==> config.mk <==
export PLATFORM = sky130hd
export DESIGN_NAME = edc_scrubber_flat
export DESIGN_NICKNAME = d
export VERILOG_FILES = /design/src/rtl/edc_scrubber_if.sv /design/src/rtl/edc_scrubber.sv /design/src/flat_wrapper.sv
export SDC_FILE = /design/constraint.sdc
export NUM_CORES = 1
export LEC_CHECK = 0
export ABC_AREA = 1
export BUFFER_PORTS_ARGS = -buffer_cell sky130_fd_sc_hd__buf_4
export CAP_MARGIN = 20
export CORE_MARGIN = 8
export CORE_UTILIZATION = 53
export DETAILED_ROUTE_END_ITERATION = 8
export GPL_TIMING_DRIVEN = 0
export MAX_ROUTING_LAYER = met4
export PLACE_DENSITY = 0.89
export SYNTH_ARGS = -nofsm -noshare
export SYNTH_HDL_FRONTEND = slang
export SYNTH_SLANG_ARGS = --single-unit
==> constraint.sdc <==
create_clock -name i_clk -period 1.9 [get_ports i_clk]
set_input_delay 0.19 -clock i_clk [delete_from_list [all_inputs] [get_ports i_clk]]
set_output_delay 0.19 -clock i_clk [all_outputs]
set_load 0.005 [all_outputs]
==> src/rtl/edc_scrubber_if.sv <==
// Wishbone initiator bus plus EDC corrector status lines shared by the scrubber and the EDC slave.
// Signal names follow the bus, not the direction; the modports give direction.
interface edc_scrubber_if #(
  parameter int unsigned WB_DWIDTH = 32,
  parameter int unsigned WB_SWIDTH = 4
) ();
  logic [31:0]          wb_adr;
  logic [WB_SWIDTH-1:0] wb_sel;
  logic                 wb_we;
  logic [WB_DWIDTH-1:0] wb_dat_w;
  logic [WB_DWIDTH-1:0] wb_dat_r;
  logic                 wb_cyc;
  logic                 wb_stb;
  logic                 wb_ack;
  logic                 wb_err;
  logic                 edc_single;
  logic                 edc_double;

  modport master (
    output wb_adr, wb_sel, wb_we, wb_dat_w, wb_cyc, wb_stb,
    input  wb_dat_r, wb_ack, wb_err, edc_single, edc_double
  );

  modport slave (
    input  wb_adr, wb_sel, wb_we, wb_dat_w, wb_cyc, wb_stb,
    output wb_dat_r, wb_ack, wb_err, edc_single, edc_double
  );
endinterface

==> src/rtl/edc_scrubber.sv <==
// Background EDC memory scrubber: walks a word range over Wishbone, writes back corrected data on
// single-bit errors, and keeps saturating error counters plus the last failing address.
module edc_scrubber #(
  parameter int unsigned WB_DWIDTH   = 32,
  parameter int unsigned WB_SWIDTH   = 4,
  parameter logic [31:0] SCRUB_BASE  = 32'h0000_0000,
  parameter int unsigned SCRUB_WORDS = 1024,
  parameter int unsigned IDLE_CYCLES = 16
) (
  input  logic           i_clk,
  input  logic           i_rst,
  input  logic           i_enable,
  edc_scrubber_if.master wb,
  output logic           o_busy,
  output logic [15:0]    o_corr_count,
  output logic [15:0]    o_uncorr_count,
  output logic [31:0]    o_fail_adr,
  output logic           o_pass_done
);

  localparam int unsigned   GapW    = (IDLE_CYCLES > 0) ? $clog2(IDLE_CYCLES + 1) : 1;
  localparam logic [GapW-1:0] GapLoad = GapW'(IDLE_CYCLES);
  localparam logic [31:0]   LastAdr = SCRUB_BASE + 32'(4 * (SCRUB_WORDS - 1));

  typedef enum logic [2:0] {
    StIdle,
    StGap,
    StRead,
    StSpace,
    StWrite,
    StNext
  } state_e;

  state_e               state_q;
  logic [GapW-1:0]      gap_q;
  logic [31:0]          adr_q;
  logic [WB_DWIDTH-1:0] dat_q;
  logic [WB_SWIDTH-1:0] sel_q;
  logic                 cyc_q;
  logic                 stb_q;
  logic                 we_q;
  logic [15:0]          corr_cnt_q;
  logic [15:0]          uncorr_cnt_q;
  logic [31:0]          fail_adr_q;
  logic                 pass_done_q;
  logic                 busy_q;

  function automatic logic [15:0] sat_inc(input logic [15:0] v);
    return (v == 16'hFFFF) ? v : v + 16'd1;
  endfunction

  always_ff @(posedge i_clk) begin
    if (i_rst) begin
      state_q      <= StIdle;
      gap_q        <= '0;
      adr_q        <= SCRUB_BASE;
      dat_q        <= '0;
      sel_q        <= '0;
      cyc_q        <= 1'b0;
      stb_q        <= 1'b0;
      we_q         <= 1'b0;
      corr_cnt_q   <= '0;
      uncorr_cnt_q <= '0;
      fail_adr_q   <= '0;
      pass_done_q  <= 1'b0;
      busy_q       <= 1'b0;
    end else begin
      pass_done_q <= 1'b0;
      unique case (state_q)
        StIdle: begin
          if (i_enable) begin
            gap_q   <= GapLoad;
            busy_q  <= 1'b1;
            state_q <= StGap;
          end
        end
        StGap: begin
          if (gap_q == '0) begin
            cyc_q   <= 1'b1;
            stb_q   <= 1'b1;
            we_q    <= 1'b0;
            sel_q   <= '1;
            state_q <= StRead;
          end else begin
            gap_q <= gap_q - GapW'(1);
          end
        end
        StRead: begin
          if (wb.wb_ack || wb.wb_err) begin
            cyc_q <= 1'b0;
            stb_q <= 1'b0;
            sel_q <= '0;
            // A bus error or an uncorrectable word is never written back.
            if (wb.wb_err || wb.edc_double) begin
              uncorr_cnt_q <= sat_inc(uncorr_cnt_q);
              fail_adr_q   <= adr_q;
              state_q      <= StNext;
            end else if (wb.edc_single) begin
              dat_q   <= wb.wb_dat_r;
              state_q <= StSpace;
            end else begin
              state_q <= StNext;
            end
          end
        end
        StSpace: begin
          cyc_q   <= 1'b1;
          stb_q   <= 1'b1;
          we_q    <= 1'b1;
          sel_q   <= '1;
          state_q <= StWrite;
        end
        StWrite: begin
          if (wb.wb_ack || wb.wb_err) begin
            cyc_q <= 1'b0;
            stb_q <= 1'b0;
            we_q  <= 1'b0;
            sel_q <= '0;
            if (wb.wb_err) begin
              uncorr_cnt_q <= sat_inc(uncorr_cnt_q);
              fail_adr_q   <= adr_q;
            end else begin
              corr_cnt_q <= sat_inc(corr_cnt_q);
            end
            state_q <= StNext;
          end
        end
        StNext: begin
          if (adr_q == LastAdr) begin
            adr_q       <= SCRUB_BASE;
            pass_done_q <= 1'b1;
          end else begin
            adr_q <= adr_q + 32'd4;
          end
          gap_q <= GapLoad;
          // Enable is only honoured between words so an open read/writeback always finishes.
          if (i_enable) begin
            state_q <= StGap;
          end else begin
            busy_q  <= 1'b0;
            state_q <= StIdle;
          end
        end
        default: state_q <= StIdle;
      endcase
    end
  end

  assign wb.wb_adr      = adr_q;
  assign wb.wb_sel      = sel_q;
  assign wb.wb_we       = we_q;
  assign wb.wb_dat_w    = dat_q;
  assign wb.wb_cyc      = cyc_q;
  assign wb.wb_stb      = stb_q;
  assign o_busy         = busy_q;
  assign o_corr_count   = corr_cnt_q;
  assign o_uncorr_count = uncorr_cnt_q;
  assign o_fail_adr     = fail_adr_q;
  assign o_pass_done    = pass_done_q;

endmodule

==> src/flat_wrapper.sv <==
// flat-port wrapper written by rule: the top's interface ports become plain ports
module edc_scrubber_flat 
#(
  parameter int unsigned WB_DWIDTH   = 32,
  parameter int unsigned WB_SWIDTH   = 4,
  parameter logic [31:0] SCRUB_BASE  = 32'h0000_0000,
  parameter int unsigned SCRUB_WORDS = 1024,
  parameter int unsigned IDLE_CYCLES = 16
)
  (i_clk, i_rst, i_enable, o_busy, o_corr_count, o_uncorr_count, o_fail_adr, o_pass_done, wb_wb_adr, wb_wb_sel, wb_wb_we, wb_wb_dat_w, wb_wb_cyc, wb_wb_stb, wb_wb_dat_r, wb_wb_ack, wb_wb_err, wb_edc_single, wb_edc_double);
  edc_scrubber_if #(.WB_DWIDTH(WB_DWIDTH), .WB_SWIDTH(WB_SWIDTH)) wb_i ();
  input  logic i_clk;
  input  logic i_rst;
  input  logic i_enable;
  output logic o_busy;
  output logic [15:0] o_corr_count;
  output logic [15:0] o_uncorr_count;
  output logic [31:0] o_fail_adr;
  output logic o_pass_done;
  output wire logic [$bits(wb_i.wb_adr)-1:0] wb_wb_adr;
  output wire logic [$bits(wb_i.wb_sel)-1:0] wb_wb_sel;
  output wire logic [$bits(wb_i.wb_we)-1:0] wb_wb_we;
  output wire logic [$bits(wb_i.wb_dat_w)-1:0] wb_wb_dat_w;
  output wire logic [$bits(wb_i.wb_cyc)-1:0] wb_wb_cyc;
  output wire logic [$bits(wb_i.wb_stb)-1:0] wb_wb_stb;
  input wire logic [$bits(wb_i.wb_dat_r)-1:0] wb_wb_dat_r;
  input wire logic [$bits(wb_i.wb_ack)-1:0] wb_wb_ack;
  input wire logic [$bits(wb_i.wb_err)-1:0] wb_wb_err;
  input wire logic [$bits(wb_i.edc_single)-1:0] wb_edc_single;
  input wire logic [$bits(wb_i.edc_double)-1:0] wb_edc_double;
  assign wb_wb_adr = wb_i.wb_adr;
  assign wb_wb_sel = wb_i.wb_sel;
  assign wb_wb_we = wb_i.wb_we;
  assign wb_wb_dat_w = wb_i.wb_dat_w;
  assign wb_wb_cyc = wb_i.wb_cyc;
  assign wb_wb_stb = wb_i.wb_stb;
  assign wb_i.wb_dat_r = wb_wb_dat_r;
  assign wb_i.wb_ack = wb_wb_ack;
  assign wb_i.wb_err = wb_wb_err;
  assign wb_i.edc_single = wb_edc_single;
  assign wb_i.edc_double = wb_edc_double;
  edc_scrubber #(.WB_DWIDTH(WB_DWIDTH), .WB_SWIDTH(WB_SWIDTH), .SCRUB_BASE(SCRUB_BASE), .SCRUB_WORDS(SCRUB_WORDS), .IDLE_CYCLES(IDLE_CYCLES)) u_core (.i_clk(i_clk), .i_rst(i_rst), .i_enable(i_enable), .wb(wb_i), .o_busy(o_busy), .o_corr_count(o_corr_count), .o_uncorr_count(o_uncorr_count), .o_fail_adr(o_fail_adr), .o_pass_done(o_pass_done));
endmodule
== Word level (Yosys, flattened, before mapping) ==
Cells that the tools add are included.
Cells by class
  add/subtract/negate cells: 4
  eq/ne operators: 17
  multiplexer cells: 35
  bitwise gates (word level): 4
  reductions and logical operators: 19
Operators with widths (count)
  $mux 32: 5
  $mux 16: 5
  $pmux 32 s2: 1
  $add 16x1->16 const B: 2
  $add 32x3->32 const B: 1
  $eq 16x16->1 const B: 2
  $eq 32x12->1 const B: 1
  $pmux 16 s2: 1
  $mux 3: 6
  $pmux 3 s6: 1
  $pmux 5 s3: 1
  $pmux 4 s3: 1
  $reduce_and 3->1: 4
  $reduce_and 4->1: 3
  $mux 5: 2
  $ne 2x1->1 const B: 5
  $reduce_bool 3->1: 3
  $mux 4: 2
  $ne 2x2->1 const B: 4
  $mux 1: 7
  $eq 3x2->1 const B: 2
  $eq 3x3->1 const B: 2
  $pmux 1 s3: 2
  $logic_not 5->1: 1
  other kinds (9): 15
Word-level totals
  flip-flop bits (word level): 144
  input bits: 39
  output and inout port bits: 137
  logic and storage cells: 91

== Logic depth before layout (Yosys ltp) ==
  depth in word-level cells: 5
  mapped depth: 10

== Worst setup path before layout ==
Ideal clock, no wire load.
  path kind: register to register
  from: reg u_core.adr_q[2] (netlist: u_core.wb.wb_adr[2])
  to: reg u_core.adr_q[16] (netlist: u_core.wb.wb_adr[16])
  arrival time: 1.460 ns
  required time: 1.787 ns
  path slack: 0.328 ns
  cell stages (with the launch flop): 11
  buffers on the path: 0
  period minus slack after synthesis: 1.572 ns
  cells stage by stage: dfxtp_1 -> ha_1 -> inv_1 -> nor2_1 -> nand2_1 -> nor2_2 -> nand2_1 -> nor2_1 -> nand2_1 -> nand2_1 -> nor2_1
On the way
  longest elaborated chain between the ends: 2
  elaborated cells between the ends (all ways): 3
  those cells by class: add/sub: 1; eq/ne: 1; mux: 1
RTL lines
  start, declared: RTL line edc_scrubber.sv:36  | logic [31:0] adr_q;
  start signal, assigned: RTL line edc_scrubber.sv:133  | adr_q <= adr_q + 32'd4;
  $add 32x3->32 / $eq 32x12->1 (equally long branches): RTL line edc_scrubber.sv:133, edc_scrubber.sv:129
  $mux 32 (*): RTL line edc_scrubber.sv:129  | if (adr_q == LastAdr) begin
Every way passes the cells marked *; elsewhere a longest branch is shown, timed or not.
A chain may end at the register's enable or synchronous reset.

== Worst setup path in the final report ==
  from: reg u_core.adr_q[3] (netlist: u_core.wb.wb_adr[3])
  to: reg u_core.adr_q[16] (netlist: u_core.wb.wb_adr[16])
The elaborated chain is that of the path after synthesis.

==> run_results.csv <==
group,metric,value,unit
outcome,status,"finished, final reports clean",
placement,place_congestion,0.947,
cts,setup_bufs_post_cts,0,
drt,route.antenna.remaining_nets,0,
synth,synth_top_family_by_area,"simple AND/OR/NAND/NOR gates",
sta,finalHoldViolations,0,
sta,worst_clock_skew,0.00957,ns
floorplan,die_area,16000,sq um
drt,routed_via_density,5.31,
floorplan,std_cell_rows,40,
synth,synthAdderAreaFrac,0.969,%
placement,dp_worst_setup_slack,-0.0189,ns
final_layout,regArea,2730,sq um
cts,cts_buffers,17,
synth,ys.flop_type,"dfxtp_1",
grt,grtUsageTotal,25.3,%
grt,wire_length_of_the_first_global_routing_pass,32200,um
grt,grt-ovfl-total,0,
sta,drv_slew,0,
final_layout,layout_net_count,1203,
power,power_density,1050,nW/um^2
synth,netlist_top_cells_area,"dfxtp_1, nand2_1, nor2_1, a21oi_1, o21ai_0",
synth,synth_largest_type_area_fraction,42.2,%
drt,drtIter0Drc,685,
cts,cts.htree.levels,4,
cts,clockRootBuffer,"clkbuf_16",
synth,ys_warn_count,0,
floorplan,initial_utilization,54.0,%
grt,grt_pass1_vias,6693,
cts,clockBufferDepth,2,
power,worst_ir_drop_vdd,0.908,mV
sta,layout_worst_path_cycle_share,96.2,%
power,leakage,0.00385,uW
synth,post_synth_and_or_nand_nor_area_fraction,33.5,%
floorplan,boundary_pins,176,
sta,fin_setup_tns,0,ns
worst_setup_path,required,2.23,ns
final_layout,share_of_layout_cells_above_drive_strength_1,22.6,%
min_path,hold_class,"in -> reg",
final_layout,multi_input_area,3290,sq um
synth,synthMostInstantiatedCell,"nand2_1",
synth,ys_seq_area_share,42.2,%
sta,timing.final.crit_period,1.83,ns
cts,cts.clk_slew.worst_paths,0.06,ns
power,total_power,9400,uW
worst_setup_path,crit_slowest_cell,"dfxtp_2",
final_layout,layout.cell_area.non_filler,8960,sq um
worst_setup_path,cp_num_buf_inv,1,
floorplan,core_area,12000,sq um
placement,numPlacedInstances,1255,
cts,clkSinkCount,136,
drt,drt_first_pass_iters,5,
sta,max_slew.worst_pin.slew,0.618,ns
final_layout,post_layout_nonfiller_instances,1323,
worst_setup_path,timing.critical_path.arrival,2.15,ns
synth,ffs_w_async_s_r_synth,0,%
floorplan,die-height,126,um
synth,number_of_synthesized_flops_with_an_enable_pin,0,
worst_setup_path,cpPeakStageDelay,0.40,ns
grt,maximum_number_of_pins_on_one_net_before_global_route_repair,17,
synth,compound_gate_fraction_of_synth_area,11.4,%
synth,synth.ff_latch_count,136,
sta,fmax,547,MHz
final_layout,fillers,909,
worst_setup_path,worst_setup_path_end_kind,"flip-flop",
synth,area_leader_netlist,"dfxtp_1",
worst_setup_path,path_cells,"ha_1 > inv_1 > nor2_2 > nand2_1 > nor2_2 > nand2_1 > nor2_2 > nand2_1 > nand2_1 > nor2_1",
sta,layout_setup_ws,0.0719,ns
placement,placedInstanceArea,7930,sq um
worst_setup_path,critPathKind,"reg -> reg",
floorplan,die_w,126,um
worst_setup_path,worstPathMaxFanout,6,
drt,drt-total-wl,20200,um
placement,place.port_buffers,170,
grt,antenna_violations_before_repair,3,
synth,xor_xnor_portion_of_the_synthesized_cell_area,4.21,%
worst_setup_path,critPathLaunchType,"flip-flop",
drt,route.vias.total,7025,
worst_setup_path,cp_top_family,"simple AND/OR/NAND/NOR gates",
sta,grt_setup_unrepaired,"true",
placement,detailed_place_hpwl,14000,um
synth,synthesis.instances,935,
synth,syn_area,6450,sq um
worst_setup_path,cpMostUsedCell,"nand2_1",
job,timing.max_cap.violations,0,
final_layout,area_growth_syn_to_layout,38.7,%
cts,tritoncts_clock_tree,"built",
synth,syn-mean-instance-area,6.90,sq um
cts,insertion_delay,0.43,ns
sta,setup_violations,0,
synth,post_synth_most_frequent_cells,"nand2_1, nor2_1, dfxtp_1",
sta,max_slew_margin,58.8,%
synth,synth.mux.area_fraction,0.155,%
drt,routed_wire_length_per_instance,15.3,um
synth,distinct_cells_synth,32,
drt,drc_errors_left,0,
==> registers in the layout, summed over array words and instances, names as in the netlist, 3 cells and up <==
signal                 count
u_core.gap_q               5
u_core.o_fail_adr         30
u_core.wb.wb_adr          30
u_core.wb.wb_dat_w        32
u_core.o_uncorr_count     16
u_core.state_q             3
u_core.o_corr_count       16
==> worst min-delay path: stages <==
cell and delay, ns:
buf_4 0.08, a21oi_1 0.03, nor3_1 0.11
==> power by group <==
group          switching, uW  internal (uW)  leakage (uW)
Clock                   1210           2460      0.000324
Combinational           1280           1070       0.00243
Sequential               227           3150       0.00110
Total                   2710           6680       0.00385
==> layout by cell type, fill, tap and decap left out, types with 9 or more instances in the layout <==
master	instances
dfxtp_1	132
o21ai_1	11
buf_4	181
nand2_1	240
clkbuf_16	17
dlygate4sd3_1	32
nor3_1	13
nand4_1	9
a21oi_1	76
nor2_4	9
inv_1	58
nor2_1	182
xor2_1	16
xnor2_1	15
clkbuf_1	18
o21ai_0	53
nand3_1	37
==> metal layers <==
| metal | vias to the layer above | wire, um | track usage [%] | part of all wire, % |
|---|---|---|---|---|
| met5 | - | 0 | - | 0 |
| met4 | 0 | 714 | 12.8 | 3.5 |
| met3 | 59 | 1670 | 7.88 | 8.2 |
| met2 | 294 | 9790 | 40.9 | 48 |
| met1 | 3250 | 8070 | 27.7 | 40 |
| li1 | 3422 | - | - | - |
==> path summary, 6_finish.rpt <==
kind	startpoint	to	cells past startpoint	slack, ns
worst min-delay path	i_enable	u_core.o_busy$_SDFFE_PP0P_	3	0.04
worst max register to register	u_core.wb.wb_adr[3]$_SDFFE_PP0N_	u_core.wb.wb_adr[16]$_SDFFE_PP0N_	10	0.07
worst min register to register	u_core.o_fail_adr[16]$_SDFFE_PP0P_	u_core.o_fail_adr[16]$_SDFFE_PP0P_	2	0.47
worst max-delay path	u_core.wb.wb_adr[3]$_SDFFE_PP0N_	u_core.wb.wb_adr[16]$_SDFFE_PP0N_	10	0.07
==> kinds of logic (layout without fill, tap and decap cells) <==
| family | after synthesis | in the layout |
|---|---|---|
| fa+ha+maj | 5 | 5 |
| flops | 136 | 136 |
| xor+xnor | 31 | 31 |
| simple gates | 514 | 514 |
| compound gates | 145 | 145 |
| buf+inv | 102 | 336 |
| other cells | 1 | 8 |
| mux | 1 | 1 |
==> layout make-up <==
type / instances / share of cell area [%]
clock inverter: 8 / 1.84
clock buffer: 24 / 5.49
sequential: 136 / 30.5
tap: 147 / 2.05
multi-input combinational: 700 / 36.8
timing repair buffer: 202 / 17.8
buffer: 41 / 2.91
antenna: 4 / 0.112
inverter: 61 / 2.56
==> timing repair <==
action,4_1_cts,5_1_grt
pin swaps,0,2
hold endpoints to repair,32,0
cloned,0,0
gates resized for setup,3,15
hold buffers,32,0
endpoints found under the setup margin,11,60
==> through the flow <==
step / hold slack [ns] / util [%]
6_report: 0.0400 / 74.9
5_1_grt: 0.0570 / 74.9
4_1_cts: 0.0360 / 74.5
3_5_place_dp: 0.416 / 66.3
3_3_place_gp: 0.409 / 66.3
2_1_floorplan: 0.325 / -
Power figures use the tool's default switching activity.
